===== config.mk =====
export PLATFORM = sky130hd
export DESIGN_NAME = sensor_hub
export DESIGN_NICKNAME = d
export VERILOG_FILES = /design/src/rtl/sensor_hub_pkg.sv /design/src/rtl/sensor_frame_check.sv /design/src/rtl/sensor_hub.sv
export SDC_FILE = /design/constraint.sdc
export NUM_CORES = 1
export LEC_CHECK = 0
export ABC_AREA = 1
export CELL_PAD_IN_SITES_DETAIL_PLACEMENT = 0
export CELL_PAD_IN_SITES_GLOBAL_PLACEMENT = 1
export CORE_MARGIN = 2
export CORE_UTILIZATION = 23
export CTS_BUF_LIST = sky130_fd_sc_hd__clkbuf_8
export CTS_CLUSTER_SIZE = 16
export DETAILED_ROUTE_END_ITERATION = 10
export PLACE_DENSITY = 0.91
export SYNTH_ARGS = -nofsm -noshare
export SYNTH_HDL_FRONTEND = slang
export SYNTH_SLANG_ARGS = --single-unit

===== constraint.sdc =====
create_clock -name clock -period 2.15 [get_ports clock]
set_input_delay 0.43 -clock clock [delete_from_list [all_inputs] [get_ports clock]]
set_output_delay 0.43 -clock clock [all_outputs]
set_load 0.1 [all_outputs]

===== src/rtl/sensor_hub_pkg.sv =====
// Shared constants, frame layout and FSM state type for the sensor_hub request/response front end.
package sensor_hub_pkg;

  localparam int unsigned BYTE_W = 8;

  localparam logic [BYTE_W-1:0] CMD_STATUS = 8'h00;
  localparam logic [BYTE_W-1:0] CMD_TEMP   = 8'h01;
  localparam logic [BYTE_W-1:0] CMD_HUM    = 8'h02;

  localparam logic [BYTE_W-1:0] RSP_OK       = 8'h08;
  localparam logic [BYTE_W-1:0] RSP_TEMP     = 8'h09;
  localparam logic [BYTE_W-1:0] RSP_HUM      = 8'h0A;
  localparam logic [BYTE_W-1:0] RSP_SENS_ERR = 8'hFF;
  localparam logic [BYTE_W-1:0] RSP_CHK_ERR  = 8'hFE;
  localparam logic [BYTE_W-1:0] RSP_BAD_ADDR = 8'hFD;
  localparam logic [BYTE_W-1:0] RSP_BAD_CMD  = 8'hFC;

  localparam int unsigned HUM_INT_OFS  = 32;
  localparam int unsigned HUM_FLT_OFS  = 24;
  localparam int unsigned TEMP_INT_OFS = 16;
  localparam int unsigned TEMP_FLT_OFS = 8;
  localparam int unsigned CHK_OFS      = 0;

  typedef enum logic [2:0] {
    ST_IDLE,
    ST_START,
    ST_WAIT,
    ST_CHECK,
    ST_RESPOND
  } state_e;

  function automatic logic cmd_is_valid(input logic [BYTE_W-1:0] cmd);
    return (cmd == CMD_STATUS) || (cmd == CMD_TEMP) || (cmd == CMD_HUM);
  endfunction

endpackage


===== src/rtl/sensor_frame_check.sv =====
// Combinational field extraction and checksum flag for one sensor frame.
// Checksum comparison is only built when SENSOR_HUB_CHECKSUM_EN is defined.
module sensor_frame_check
  import sensor_hub_pkg::*;
#(
  parameter int unsigned FRAME_W = 40
) (
  input  logic [FRAME_W-1:0] frame_i,
  output logic [BYTE_W-1:0]  hum_int_c_o,
  output logic [BYTE_W-1:0]  temp_int_c_o,
  output logic               chk_ok_c_o
);

  logic [BYTE_W-1:0] hum_flt;
  logic [BYTE_W-1:0] temp_flt;
  logic [BYTE_W-1:0] chk;

  assign hum_int_c_o  = frame_i[HUM_INT_OFS  +: BYTE_W];
  assign hum_flt      = frame_i[HUM_FLT_OFS  +: BYTE_W];
  assign temp_int_c_o = frame_i[TEMP_INT_OFS +: BYTE_W];
  assign temp_flt     = frame_i[TEMP_FLT_OFS +: BYTE_W];
  assign chk          = frame_i[CHK_OFS      +: BYTE_W];

`ifdef SENSOR_HUB_CHECKSUM_EN
  logic [BYTE_W-1:0] sum;

  // Byte-wide sum wraps naturally, giving the mod-256 checksum.
  assign sum        = hum_int_c_o + hum_flt + temp_int_c_o + temp_flt;
  assign chk_ok_c_o = (sum == chk);
`else
  logic unused_fields;

  assign unused_fields = ^{hum_flt, temp_flt, chk};
  assign chk_ok_c_o    = 1'b1;
`endif

endmodule


===== src/rtl/sensor_hub.sv =====
// Request/response front end: starts one addressed sensor channel, waits for its frame
// with a timeout and returns a registered response. Optional checksum: SENSOR_HUB_CHECKSUM_EN.
module sensor_hub
  import sensor_hub_pkg::*;
#(
  parameter int unsigned NUM_SENSORS    = 8,
  parameter int unsigned TIMEOUT_CYCLES = 50_000_000,
  parameter int unsigned FRAME_W        = 40
) (
  input  logic                           clock,
  input  logic                           reset,
  input  logic                           req_valid,
  output logic                           req_ready,
  input  logic [BYTE_W-1:0]              request_command,
  input  logic [BYTE_W-1:0]              request_address,
  output logic [NUM_SENSORS-1:0]         sensor_start,
  input  logic [NUM_SENSORS-1:0]         sensor_done,
  input  logic [NUM_SENSORS-1:0]         sensor_error,
  input  logic [NUM_SENSORS*FRAME_W-1:0] sensor_frame,
  output logic                           response_valid,
  input  logic                           response_ready,
  output logic [BYTE_W-1:0]              response_command,
  output logic [BYTE_W-1:0]              response_value,
  output logic                           busy
);

  localparam int unsigned SEL_W = (NUM_SENSORS > 1) ? $clog2(NUM_SENSORS) : 1;
  localparam int unsigned CNT_W = $clog2(TIMEOUT_CYCLES);

  state_e                   state_q, state_d;
  logic [SEL_W-1:0]         sel_q, sel_d;
  logic [BYTE_W-1:0]        cmd_q, cmd_d;
  logic [CNT_W-1:0]         cnt_q, cnt_d;
  logic [FRAME_W-1:0]       frame_q, frame_d;
  logic [BYTE_W-1:0]        rsp_cmd_q, rsp_cmd_d;
  logic [BYTE_W-1:0]        rsp_val_q, rsp_val_d;
  logic [NUM_SENSORS-1:0]   start_q, start_d;
  logic                     req_ready_q, busy_q, rsp_valid_q;
  logic [FRAME_W-1:0]       frames [NUM_SENSORS];
  logic [BYTE_W-1:0]        hum_int, temp_int;
  logic                     chk_ok;

  for (genvar g = 0; g < NUM_SENSORS; g++) begin : g_frames
    assign frames[g] = sensor_frame[g*FRAME_W +: FRAME_W];
  end

  sensor_frame_check #(
    .FRAME_W (FRAME_W)
  ) u_frame_check (
    .frame_i      (frame_q),
    .hum_int_c_o  (hum_int),
    .temp_int_c_o (temp_int),
    .chk_ok_c_o   (chk_ok)
  );

  // Next-state, datapath and next-output logic.
  always_comb begin
    state_d   = state_q;
    sel_d     = sel_q;
    cmd_d     = cmd_q;
    cnt_d     = cnt_q;
    frame_d   = frame_q;
    rsp_cmd_d = rsp_cmd_q;
    rsp_val_d = rsp_val_q;
    unique case (state_q)
      ST_IDLE: begin
        if (req_valid) begin
          sel_d = SEL_W'(request_address);
          cmd_d = request_command;
          if (32'(request_address) >= NUM_SENSORS) begin
            state_d   = ST_RESPOND;
            rsp_cmd_d = RSP_BAD_ADDR;
            rsp_val_d = '0;
          end else if (!cmd_is_valid(request_command)) begin
            state_d   = ST_RESPOND;
            rsp_cmd_d = RSP_BAD_CMD;
            rsp_val_d = '0;
          end else begin
            state_d = ST_START;
          end
        end
      end
      ST_START: begin
        cnt_d   = '0;
        state_d = ST_WAIT;
      end
      ST_WAIT: begin
        // Channel events outrank the timeout that expires on the same cycle.
        if (sensor_error[sel_q]) begin
          state_d   = ST_RESPOND;
          rsp_cmd_d = RSP_SENS_ERR;
          rsp_val_d = '0;
        end else if (sensor_done[sel_q]) begin
          frame_d = frames[sel_q];
          state_d = ST_CHECK;
        end else if (cnt_q == CNT_W'(TIMEOUT_CYCLES - 1)) begin
          state_d   = ST_RESPOND;
          rsp_cmd_d = RSP_SENS_ERR;
          rsp_val_d = '0;
        end else begin
          cnt_d = cnt_q + CNT_W'(1);
        end
      end
      ST_CHECK: begin
        state_d   = ST_RESPOND;
        rsp_val_d = '0;
        if (!chk_ok) begin
          rsp_cmd_d = RSP_CHK_ERR;
        end else begin
          case (cmd_q)
            CMD_STATUS: rsp_cmd_d = RSP_OK;
            CMD_TEMP: begin
              rsp_cmd_d = RSP_TEMP;
              rsp_val_d = temp_int;
            end
            CMD_HUM: begin
              rsp_cmd_d = RSP_HUM;
              rsp_val_d = hum_int;
            end
            default: rsp_cmd_d = RSP_BAD_CMD;
          endcase
        end
      end
      ST_RESPOND: begin
        if (response_ready) state_d = ST_IDLE;
      end
      default: state_d = ST_IDLE;
    endcase

    for (int i = 0; i < NUM_SENSORS; i++) begin
      start_d[i] = (state_d == ST_START) && (sel_d == SEL_W'(i));
    end
  end

  // State, datapath and registered outputs.
  always_ff @(posedge clock) begin
    if (reset) begin
      state_q     <= ST_IDLE;
      sel_q       <= '0;
      cmd_q       <= '0;
      cnt_q       <= '0;
      frame_q     <= '0;
      rsp_cmd_q   <= '0;
      rsp_val_q   <= '0;
      start_q     <= '0;
      req_ready_q <= 1'b1;
      busy_q      <= 1'b0;
      rsp_valid_q <= 1'b0;
    end else begin
      state_q     <= state_d;
      sel_q       <= sel_d;
      cmd_q       <= cmd_d;
      cnt_q       <= cnt_d;
      frame_q     <= frame_d;
      rsp_cmd_q   <= rsp_cmd_d;
      rsp_val_q   <= rsp_val_d;
      start_q     <= start_d;
      req_ready_q <= (state_d == ST_IDLE);
      busy_q      <= (state_d != ST_IDLE);
      rsp_valid_q <= (state_d == ST_RESPOND);
    end
  end

  assign req_ready        = req_ready_q;
  assign busy             = busy_q;
  assign sensor_start     = start_q;
  assign response_valid   = rsp_valid_q;
  assign response_command = rsp_cmd_q;
  assign response_value   = rsp_val_q;

endmodule


==> results.txt <==
- The flow ran to the end, and the final reports show no timing, DRC or antenna violations.
* Tightest Hold Check Type: input pin to register
- Total Wirelength: 19870 um
- Global-route wire length before repair: 30450 um
- Entering global routing, the biggest net connects 66 pins.
* Kind of start point of the critical path: register
* Worst slack at placement: -0.09760 ns
- Per report_power, the combinational group accounts for 25.4% of the total.
* Max-cap violations: 0
- The routed design could run at a clock period as short as 1.948 ns.
* Placer congestion estimate: 0.8529
* Global-route usage over all layers: 16.00%
- FMAX: 0.5135 GHz
- Bufs on Longest Clock Path: 2
- After layout, the worst path uses 90.58% of the clock period.
- In the final layout, the share of cells above drive strength 1 is 10.71%.
- Counting every instance in the synthesized netlist gives 895.
- Clock tree synthesis found a total of 79 sinks.
- For this run, the share of the core covered by cells in the final layout is 33.60%.
- TritonCTS built the clock tree.
* Critical path data required time: 2.39 ns
- Power density relative to cell area: 485.9 nW/um2
- After synthesis, the mean cell area works out to 6.037 um2.
- Setup violations remaining at the end of the flow were counted as 0.
- Die width: 157.3 um
- The final count of pins violating max slew is 0.
* DRC violations left: 0
- The worst setup path is captured at a register.
- In this run the tightest slew margin relative to its limit is 59.01%.
- Detailed placement ended at an HPWL of 15730 um.
* Post-placement cell area: 7570 um2
* Slew at the pin with the worst max-slew slack: 0.6116 ns
- Setup repair bufs after CTS: 0
- Antenna violations before repair: 2
* Count of unique library cells instantiated by Yosys: 32
* Area added between synthesis and finish: 44.65%
* Register bit total from synthesis: 79
- Post-DR vias/cell: 4.469
* H-Tree Depth: 3
- Filler cell count: 2639
- Nets in the synthesized netlist: 1252
- CTS placed an instance of sky130_fd_sc_hd__clkbuf_8 at the clock tree root.
- Wirelength per Cell: 14.25 um
- On the final layout, the worst clock skew is 0.009903 ns.
- Worst endpoint data arrival time: 2.19 ns
- Clock latency on the worst-skew pair: 0.37 ns
- The worst-case IR drop observed on VDD is 0.0002540 V.
- Summed over all cells, the static leakage comes to 2.883 nW.
- Part of the Yosys area used for sequential elements: 29.27%
- After global routing the overflow that remains totals 0.
* Port Buffers: 190
* Category of the most critical setup path: register to register
- The via count of the first global-routing pass is 6018.
- Via total after detailed routing: 6230
- After routing the design area is 7815 um2.
- The core region is 23260 um2.
* Fraction of power spent switching nets: 29.75%
- The mapped netlist covers 5403 um2.
* Starting density of the core: 23.23%
- The clock network accounts for 34.7% of the total power.
- Die Height: 157.3 um
* Yosys synthesis warning count: 0
- Num rows: 56
* Overall die area: 24730 um2
* Hold Vio Cnt, Final: 0
* Initial detailed-routing violation count: 319
- Summing internal, switching and leakage power gives 3.798 mW.
- Clock input transition at the sequential cells of the worst setup and hold paths: 0.09 ns
- Setup repair after global routing left no endpoint under its margin.
- Net load switching power: 1.130 mW
* Hold_sp: reset
- Remaining antenna violation count: 0
- The first TritonRoute pass finished after 5 iterations.
* Flop pwr share: 40.0%
- Tracing the worst setup path back leads to its startpoint at sel_q[0].
- Cell internal power was estimated by the tool at 2.668 mW.
- TritonCTS buffer count: 9
* Crit path setup slack, layout: 0.2025 ns
* Beginning of the worst register-to-register path: sel_q[0]
- Pin placement for this block handled 383 I/O pins.
- Number of nets in the layout: 1426
- Of all nets on the critical path, the largest fanout is 15.
synth_stat cells, drive strengths merged:
cell	n	area share (%)
o21bai	3	0.42
xor2	7	1.1
inv	58	4.1
a21oi	57	5.8
xnor2	2	0.32
nand3	57	6.1
nand3b	9	1.3
buf	25	3.5
clkbuf	27	1.9
o211ai	32	4.4
dfxtp	79	29
nor3b	2	0.28
nor2	215	15
o21ai	86	8.0
nand4	5	0.58
nand2	227	17
nor3	3	0.37
ha	1	0.23
cells by family (layout without fill, tap and decap cells):
group                    count (synthesis)  after routing  share of synthesized area [%]
adder cells (fa/ha/maj)                  1              1                         0.2316
XOR/XNOR                                 9              9                          1.459
AND/OR/NAND/NOR                        518            518                          40.99
other                                    0              1                              0
flip-flops                              79             79                          29.27
AO/OA/AOI/OAI                          178            178                          18.60
buffers and inverters                  110            289                          9.449
cell type report:
class | instances | area (um2) | area share [%]
multi-input cells | 706 | 3316 | 42.43
repair buffers | 215 | 2054 | 26.29
flip-flops and latches | 79 | 1583 | 20.25
well taps | 319 | 399.1 | 5.107
inverters | 58 | 222.7 | 2.850
clock buffers | 11 | 151.4 | 1.937
clock inverters | 5 | 86.33 | 1.105
diodes | 1 | 2.502 | 0.03202
worst max-delay path, cell delays in order (launching register included):
cell	delay, ns
sky130_fd_sc_hd__dfxtp_2	0.54
sky130_fd_sc_hd__inv_6	0.10
sky130_fd_sc_hd__nand2_1	0.08
sky130_fd_sc_hd__nand3_1	0.09
sky130_fd_sc_hd__nand3_1	0.10
sky130_fd_sc_hd__nand2_1	0.08
sky130_fd_sc_hd__buf_4	0.15
sky130_fd_sc_hd__nand3_4	0.13
sky130_fd_sc_hd__nand3_2	0.31
sky130_fd_sc_hd__nand2_1	0.16
sky130_fd_sc_hd__a21oi_1	0.07
power groups by stage:
stage / logic [mW] / registers, mW / clock network [mW]
floorplan: 0.460 / 1.60 / 0
global placement: 0.966 / 1.55 / 0
detailed placement: 0.972 / 1.55 / 0
CTS: 0.976 / 1.52 / 1.37
global route: 1.05 / 1.52 / 1.42
finish: 0.963 / 1.52 / 1.32
state kept, by name (all words and copies together), names as in the netlist:
signal and count:
req_ready 1, state_q 3, sel_q 3, sensor_start 8, response_command 4, frame_q 16, response_valid 1, busy 1
response_value 8, cnt_q 26, cmd_q 8
per-stage QoR:
| stage | hold slack, ns | TNS (ns) | cells |
|---|---|---|---|
| 6_report | 0.4106 | 0 | 1394 |
| 5_1_grt | 0.3990 | 0 | 1393 |
| 3_5_place_dp | 0.4421 | -1.150 | 1377 |
| 3_3_place_gp | 0.4432 | -0.7066 | 1377 |
| 2_1_floorplan | 0.4436 | 0 | 895 |
| 4_1_cts | 0.3782 | 0 | 1393 |
cells in the final DEF, fill, tap and decap left out, drive strengths merged, types with 3 or more instances in the layout:
master	instances
nand2	227
nor2	215
clkdlybuf4s50	162
o21ai	86
dfxtp	79
inv	60
nand3	57
a21oi	57
buf	53
o211ai	32
clkbuf	11
nand3b	9
xor2	7
nand4	5
o21bai	3
nor3	3
path summary, 6_finish.rpt:
check                           slack [ns]                   to  cells after the start
worst max register to register        0.20  response_command[1]                     10
worst min register to register        0.45  response_command[3]                      2
worst min-delay path                  0.41             sel_q[0]                      2
worst max-delay path                  0.20  response_command[1]                     10
layer usage:
| layer | track usage (%) | vias to the layer above | routed length [um] | part of all wire, % |
|---|---|---|---|---|
| met4 | 3.896 | 2 | 344 | 1.7 |
| met1 | 18.51 | 2762 | 8259 | 42 |
| met2 | 28.86 | 213 | 9636 | 49 |
| met5 | 0 | - | 11 | 0.055 |
| li1 | - | 3232 | - | - |
| met3 | 4.653 | 21 | 1617 | 8.1 |
repair_timing:
item,in CTS,in global routing
hold buffers,0,0
gates resized for setup,0,1
setup endpoints to repair,0,12
Power figures use the tool's default switching activity.
